===== config.mk =====
export PLATFORM = sky130hd
export DESIGN_NAME = calc
export DESIGN_NICKNAME = d
export VERILOG_FILES = /design/src/rtl/calc_pkg.sv /design/src/rtl/calc.sv
export SDC_FILE = /design/constraint.sdc
export NUM_CORES = 1
export LEC_CHECK = 0
export CAP_MARGIN = 0
export CORE_AREA = 2 2 58 60
export DETAILED_ROUTE_END_ITERATION = 8
export DIE_AREA = 0 0 60 62
export GPL_ROUTABILITY_DRIVEN = 0
export PLACE_DENSITY_LB_ADDON = 0.15
export SYNTH_ARGS = -nofsm -noshare
export SYNTH_HDL_FRONTEND = slang
export SYNTH_SLANG_ARGS = --single-unit

===== constraint.sdc =====
create_clock -name clk -period 3.8 [get_ports clk]
set_input_delay 0.76 -clock clk [delete_from_list [all_inputs] [get_ports clk]]
set_output_delay 0.76 -clock clk [all_outputs]
set_load 0.05 [all_outputs]

===== src/rtl/calc_pkg.sv =====
// calc_pkg -- shared project constants for the binarised-network datapath.
//   CALC_ALU_WIDTH : default accumulator width for calc
//   LAYER*_LEN     : number of product bits accumulated per neuron in each layer
package calc_pkg;

    localparam int unsigned CALC_ALU_WIDTH = 12;

    localparam int unsigned LAYER1_LEN = 784;
    localparam int unsigned LAYER2_LEN = 1024;
    localparam int unsigned LAYER3_LEN = 10;

endpackage : calc_pkg


===== src/rtl/calc.sv =====
// calc -- saturating up/down accumulator for binarised dot products.
// Each enabled cycle consumes one XNOR-style product bit: 0 (match) counts up,
// 1 (mismatch) counts down. The signed sum saturates at its extremes.
// Ports:
//   clk           : clock, rising-edge active
//   rst           : asynchronous active-high reset, clears the accumulator
//   calc_1        : accumulate enable
//   calc_in       : product bit, 0 = +1, 1 = -1
//   agg_out2alu   : signed accumulator value (register output, no extra stage)
//   agg_out_acted : sign activation, 1 when accumulator >= 0
module calc
    import calc_pkg::*;
#(
    parameter int unsigned alu_width = CALC_ALU_WIDTH
) (
    input  logic                 clk,
    input  logic                 rst,
    input  logic                 calc_1,
    input  logic                 calc_in,
    output logic [alu_width-1:0] agg_out2alu,
    output logic                 agg_out_acted
);

    localparam logic [alu_width-1:0] ACC_MAX = {1'b0, {(alu_width-1){1'b1}}};
    localparam logic [alu_width-1:0] ACC_MIN = {1'b1, {(alu_width-1){1'b0}}};
    localparam logic [alu_width-1:0] ACC_ONE = {{(alu_width-1){1'b0}}, 1'b1};

    logic [alu_width-1:0] acc_q;
    logic [alu_width-1:0] acc_d;

    // Saturation is checked against the extremes before stepping, so the
    // adder never wraps.
    always_comb begin
        acc_d = acc_q;
        if (calc_1) begin
            if (!calc_in) begin
                if (acc_q != ACC_MAX) acc_d = acc_q + ACC_ONE;
            end else begin
                if (acc_q != ACC_MIN) acc_d = acc_q - ACC_ONE;
            end
        end
    end

    always_ff @(posedge clk or posedge rst) begin
        if (rst) acc_q <= '0;
        else     acc_q <= acc_d;
    end

    assign agg_out2alu   = acc_q;
    assign agg_out_acted = ~acc_q[alu_width-1];

endmodule : calc


# --- Yosys cells after proc, flatten, opt, wreduce, memory -nomap -nowiden ---
# Index checks and enable logic that the tools add are counted.
# W data, S select, Z words.
totals:
  reg_bits: 12
  input_bits: 4
  output_inout_bits: 13
  word_cells: 12
classes:
  addsub: 2
  n_eq_ne: 3
  n_mux: 3
  bitwise: 1
  reduce_logical: 2
ops:
  columns: ["op", "n"]
  rows:
  - ["$mux W12", 3]
  - ["$add A12 B1 Y12 const B", 1]
  - ["$ne A12 B11 Y1 const B", 1]
  - ["$ne A12 B12 Y1 const B", 1]
  - ["$sub A12 B1 Y12 const B", 1]
  - ["$reduce_and A3 Y1", 1]
  - ["$ne A2 B1 Y1 const B", 1]
  - ["$reduce_bool A2 Y1", 1]
  - ["$not A1 Y1", 1]

# --- Depth between registers and ports, before layout ---
# Gate-level depths: netlist (run 1).
logic_depth:
  depth_word: 3
  depth_mapped: 8

# --- Worst setup path after synthesis (run 1) ---
# OpenSTA, ideal clock, no wires.
synth_path:
  path_kind: "input port to flip-flop"
  start: "input port calc_in"
  end: "register acc_q[11], in the netlist agg_out2alu[11]"
  setup_ns: 0.153
  t_arrival_ns: 2.034
  path_slack_ns: 1.613
  cell_stages: 7
  n_path_buf: 1
  path_cell_list: "ha_1 -> clkbuf_2 -> a2111o_1 -> o221ai_2 -> o21ai_2 -> mux2i_1 -> o221ai_1"
synth_between:
  elab_chain_len: 2
  elab_cells_between_ends: 4
  cone_classes: "eq/ne: 1; mux: 1; reduce/logical: 2"
synth_lines:
  columns: ["element", "line_no", "source"]
  rows:
  - ["from (decl)", "calc.sv:19", "input logic calc_in,"]
  - ["$ne A2 B1 Y1 (no source line) / $reduce_bool A2 Y1 (equally long branches)", null, null]
  - ["$reduce_and A3 Y1 (no source line)", null, null]
  - ["to (signal assigned)", "calc.sv:45", "if (rst) acc_q <= '0;"]
  - ["to (signal assigned)", "calc.sv:46", "else acc_q <= acc_d;"]
  - ["to (decl)", "calc.sv:28", "logic [alu_width-1:0] acc_q;"]
# Several ways; a longest one is shown, not always the timed one.
# A chain may end at the register's enable or synchronous reset.

# --- Final worst setup path (run 1) ---
layout_path:
  start: "input port calc_in"
  end: "register acc_q[10], in the netlist agg_out2alu[10]"
# Same word-level chain as after synthesis.

==> impl_metrics.yaml, run 1 <==
global_routing:
  grt_max_degree: 20
  antenna_found_initial: 0
  gr-usage-all-layers_pct: 14.85
  overflow: 0
  grt_first_pass_wirelength_um: 4105
  grt_pass1_vias: 860
logic_synthesis:
  synth_edf_count: 0
  synthArstFlopShare_pct: 100.0
  synth.distinct_cells: 39
  synth_cells: 121
  syn_avg_cell_area_um2: 8.479
  synthesis.area_mm2: 0.001026
  yosys_warnings: 0
  ys_seq_area_share_pct: 29.27
  yosys_register_bits: 12
  synth_ff_type: "dfrtp_1"
  synth_nets: 136
drt:
  viasPerCell: 5.059
  drc: 0
  via_count: 941
  routed_wl_um: 2400
  wl_per_cell_um: 12.90
  ant_nets: 0
  drtIter0Drc: 31
  drt_first_pass_iters: 4
cells_and_area:
  syn_to_final_growth_pct: 24.27
  fillers: 339
  nets: 156
  drive_gt1_share_pct: 8.571
  largest_register_ffs: 12
  num_antenna_cells: 0
die:
  initial_utilization_pct: 32.27
  die_y_um: 62
  core_area_mm2: 0.003179
  die_area_mm2: 0.003720
  fp.dieW_um: 60
  num_rows: 21
  ios: 17
timing:
  hold_viol: 0
  skew_ns: 0.002153
  drv_slew: 0
  finalCritPeriodShare_pct: 69.99
  finalSetupViolCount: 0
  fmax_mhz: 376.0
  worstMarginPinSlew_ns: 0.5033
  slew-limit-headroom_pct: 66.34
  finalCriticalPeriod_ns: 2.659
  fin_setup_tns_ns: 0
  rsz0062_at_grt: "false"
clocking:
  cts.repair.resized: 0
  clock_tree.buffer_depth: 2
  path_clk_slew_ns: 0.08
  postCtsSetupBuffers: 0
  numCtsBuffers: 3
  cts-root-buf: "clkbuf_4"
  cts_tree: "built"
  cts_hold_buf: 0
  htree_levels: 1
  insertion_delay_ns: 0.27
  cts_sinks: 12
worst_setup_path:
  worstRegToRegCells: 8
  crit_fanout: 12
  required_ns: 3.99
  reg2reg_slack_ns: 1.72
  crit_path_end_kind: "register"
  critPathArrivalTime_ns: 2.85
  critical_path_class: "in -> reg"
  critPathLaunchType: "input pin"
placement:
  port_buffers: 16
  dpl.hpwl_um: 1842
status:
  status: "finished clean"
worst_hold_path:
  hold_path.class: "reg -> reg"
  hold_depth: 2
job:
  drv_cap: 0
[layout by cell type (no fill, tap or decap), types with 2 or more instances in the layout]
cell,n
xnor2_1,6
o21ai_0,10
ha_1,10
o21ai_1,2
clkbuf_4,3
nand4_1,2
xor2_1,2
nor2_1,8
nor4_1,2
a21oi_1,7
a21o_1,2
o31ai_1,2
inv_1,6
dfrtp_1,12
a211oi_1,2
o211ai_2,2
nand2_1,17
nor3_1,4
nand2b_1,2
nand3_1,3
clkdlybuf4s50_1,16
[worst max-delay path, cell delays in order]
cell	delay, ns
clkdlybuf4s50_1	0.43
buf_4	0.19
ha_1	0.36
o21ai_0	0.18
a21oi_1	0.08
o21ai_0	0.29
a21oi_1	0.14
o21a_1	0.19
o31ai_1	0.21
[final cells by class]
class / count / area, um^2 / share of cell area, %
multi-input cells: 101 / 690.7 / 54.17
repair buffers: 17 / 167.7 / 13.15
well taps: 46 / 57.56 / 4.514
flip-flops and latches: 12 / 300.3 / 23.55
inverters: 6 / 22.52 / 1.766
clock buffers: 4 / 36.28 / 2.846
[synthesized netlist by cell type (2+ instances only)]
cell type / number / area share (%)
nand2_1: 17 / 6.2
dfrtp_1: 12 / 29
ha_1: 10 / 12
o21ai_0: 10 / 4.9
nor2_1: 8 / 2.9
a21oi_1: 7 / 3.4
inv_1: 6 / 2.2
xnor2_1: 6 / 5.1
nor3_1: 4 / 2.0
nand3_1: 3 / 1.5
a211oi_1: 2 / 1.5
a21o_1: 2 / 1.5
nand2b_1: 2 / 1.2
nand4_1: 2 / 1.2
nor4_1: 2 / 1.2
o211ai_2: 2 / 2.4
o21ai_1: 2 / 0.98
o31ai_1: 2 / 1.5
xor2_1: 2 / 1.7
[routing by layer]
layer	wire length, um	track usage [%]	vias up
met5	0	0	-
met1	1278	22.70	446
li1	-	-	476
met3	46	0.6211	4
met4	44	7.619	0
met2	1031	21.12	15
[through the flow]
stage	util, %	worst slack (ns)	cells	cell area [um^2]	hold slack, ns
floorplan	-	1.613	121	1026	0.6247
global placement	38.96	0.9067	182	1239	0.5091
detailed placement	38.96	0.8291	182	1239	0.5021
CTS	40.10	1.124	186	1275	0.5211
global route	40.10	0.9093	186	1275	0.5823
finish	40.10	1.141	186	1275	0.5149
[cell families (layout without fill, tap and decap cells)]
logic type	Yosys count	after routing	share of synthesized area, %
mux	1	1	0.9756
xor+xnor	8	8	6.830
compound gates	35	35	23.54
flops	12	12	29.27
fa+ha+maj	11	11	14.15
simple gates	46	46	21.83
buf+inv	8	27	3.414
[final timing paths]
kind / end / start
max in group asynchronous: agg_out2alu[3] / rst
min: agg_out2alu[11] / agg_out2alu[11]
max: agg_out2alu[10] / calc_in
min reg2reg: agg_out2alu[11] / agg_out2alu[11]
max reg2reg: agg_out2alu[10] / agg_out2alu[0]
min in group asynchronous: agg_out2alu[11] / rst
Power of run 1 is left out: the tool's default activity adds up to more than one toggle a clock period on the data nets, which glitch-free logic cannot reach.
==> inputs of run 2 (changes only) <==
- clock period: 3.8 -> 2.4 ns (I/O delays scaled with it)
==> run 2 against run 1 <==
Worst hold slack improved by 0.0085 ns. Clock skew about the same. Sequential share of layout area decreased by 2.8 points. Critical endpoint unchanged. Critical path depth unchanged. Die area unchanged. Routed wire length increased by 13%. Highest routed layer unchanged. First-iteration DRC count increased by 3.2%. Non-clock buffer count increased by 20. Setup slack got worse by 1.0 ns. Cell count increased by 11%. Global-route usage increased by 1.7 points.
==> impl_metrics.yaml, run 2 (synthesized netlist as in run 1, its figures left out) <==
status:
  status: "finished clean"
cells_and_area:
  fin_util_pct: 45.45
  drive_gt1_share_pct: 21.88
  syn_to_final_growth_pct: 40.85
  nets: 176
  largest_register_ffs: 12
  final_common_cell: "buf_4"
  layout_common_cells: "buf_4, nand2_1, clkdlybuf4s50_1, dfrtp_1, ha_1"
  num_antenna_cells: 0
worst_setup_path:
  crit_path_end_kind: "register"
  critPathArrivalTime_ns: 2.47
  required_ns: 2.60
  critical_path_class: "in -> reg"
  crit_fanout: 3
  critPathLaunchType: "input pin"
placement:
  port_buffers: 16
  dpl.hpwl_um: 2052
drt:
  via_count: 1025
  drc: 0
  drt_first_pass_iters: 4
  ant_nets: 0
  drtIter0Drc: 32
  viasPerCell: 4.976
  routed_wl_um: 2715
  wl_per_cell_um: 13.18
timing:
  worstMarginPinSlew_ns: 0.5277
  finalCriticalPeriod_ns: 2.275
  finalSetupViolCount: 0
  fmax_mhz: 439.5
  slew-limit-headroom_pct: 64.78
  hold_viol: 0
  drv_slew: 0
  skew_ns: 0.002594
  finalCritPeriodShare_pct: 94.80
  rsz0062_at_grt: "false"
die:
  die_area_mm2: 0.003720
  core_area_mm2: 0.003179
  num_rows: 21
  initial_utilization_pct: 32.27
  fp.dieW_um: 60
  ios: 17
  die_y_um: 62
power:
  leakagePower_nw: 0.6469
  p_per_area_mw_per_mm2: 1642
  total_power_mw: 2.373
  peakVddDrop_uv: 614.6
clocking:
  htree_levels: 1
  cts_hold_buf: 0
  insertion_delay_ns: 0.29
  clock_tree.buffer_depth: 2
  cts_tree: "built"
  path_clk_slew_ns: 0.09
  cts_sinks: 12
  cts-root-buf: "clkbuf_4"
  numCtsBuffers: 3
worst_hold_path:
  hold_path.class: "in -> async"
global_routing:
  antenna_found_initial: 0
  grt_max_degree: 20
  grt_pass1_vias: 1004
  overflow: 0
  grt_first_pass_wirelength_um: 4629
  gr-usage-all-layers_pct: 16.54
job:
  drv_cap: 0
-- run 2: cell types whose count changed in the layout (fill, tap and decap cells not counted) --
cell | previous run | this run
buf_4 | 1 | 21
ha_4 | 0 | 1
a21oi_1 | 7 | 5
a21oi_2 | 1 | 3
o21ai_0 | 10 | 8
o21ai_1 | 2 | 4
ha_1 | 10 | 9
-- run 2: per-layer routing --
metal,wire length (um),vias up,GRT usage [%]
li1,-,521,-
met1,1374,482,23.77
met2,1225,20,25.16
met3,96,2,3.520
met4,19,0,4.444
met5,0,-,0
-- run 2: path summary, 6_finish.rpt --
check	start	endpoint	slack (ns)	depth (start not counted)
setup / recovery	calc_in	agg_out2alu[10]	0.12	9
hold / removal	rst	agg_out2alu[1]	0.52	2
setup reg to reg	agg_out2alu[0]	agg_out2alu[10]	0.36	8
hold reg to reg	agg_out2alu[11]	agg_out2alu[11]	0.53	2
max in group asynchronous	rst	agg_out2alu[4]	1.53	2
min in group clk	agg_out2alu[11]	agg_out2alu[11]	0.53	2
-- run 2: final cells by class --
class	instances	area (um^2)
Fill cell	326	1734
Multi-Input combinational cell	101	710.7
Timing Repair Buffer	37	317.8
Sequential cell	12	300.3
Tap cell	46	57.56
Clock buffer	4	36.28
Inverter	6	22.52
-- run 2: critical path, stage by stage --
cell,delay (ns)
clkdlybuf4s50_1,0.51
inv_1,0.09
fa_1,0.45
nand2b_1,0.18
a21oi_1,0.21
o21ai_1,0.14
a21oi_2,0.18
nor3_1,0.06
o31ai_1,0.19
-- run 2: repair_timing --
action                                  CTS  global route
setup buffers                             0             0
resized for setup                         0             5
endpoints found under the setup margin    0             6
-- run 2: stage by stage --
step	TNS [ns]	instance area, um^2	hold slack, ns	setup WS (ns)	std cells
final	0	1445	0.5234	0.1248	206
after global routing	0	1445	0.5648	0.0008769	206
after CTS	0	1425	0.5357	0.06202	206
after detailed placement	-1.087	1389	0.5155	-0.2301	202
after global placement	-0.8870	1389	0.5117	-0.2171	202
after floorplan	0	1026	0.3447	0.2238	121
-- run 2: power breakdown --
part	internal, mW	switching, mW	leakage [nW]
logic	0.761	0.980	0.483
registers	0.306	0.150	0.143
clock network	0.0924	0.0836	0.0210
Power figures use the tool's default switching activity.
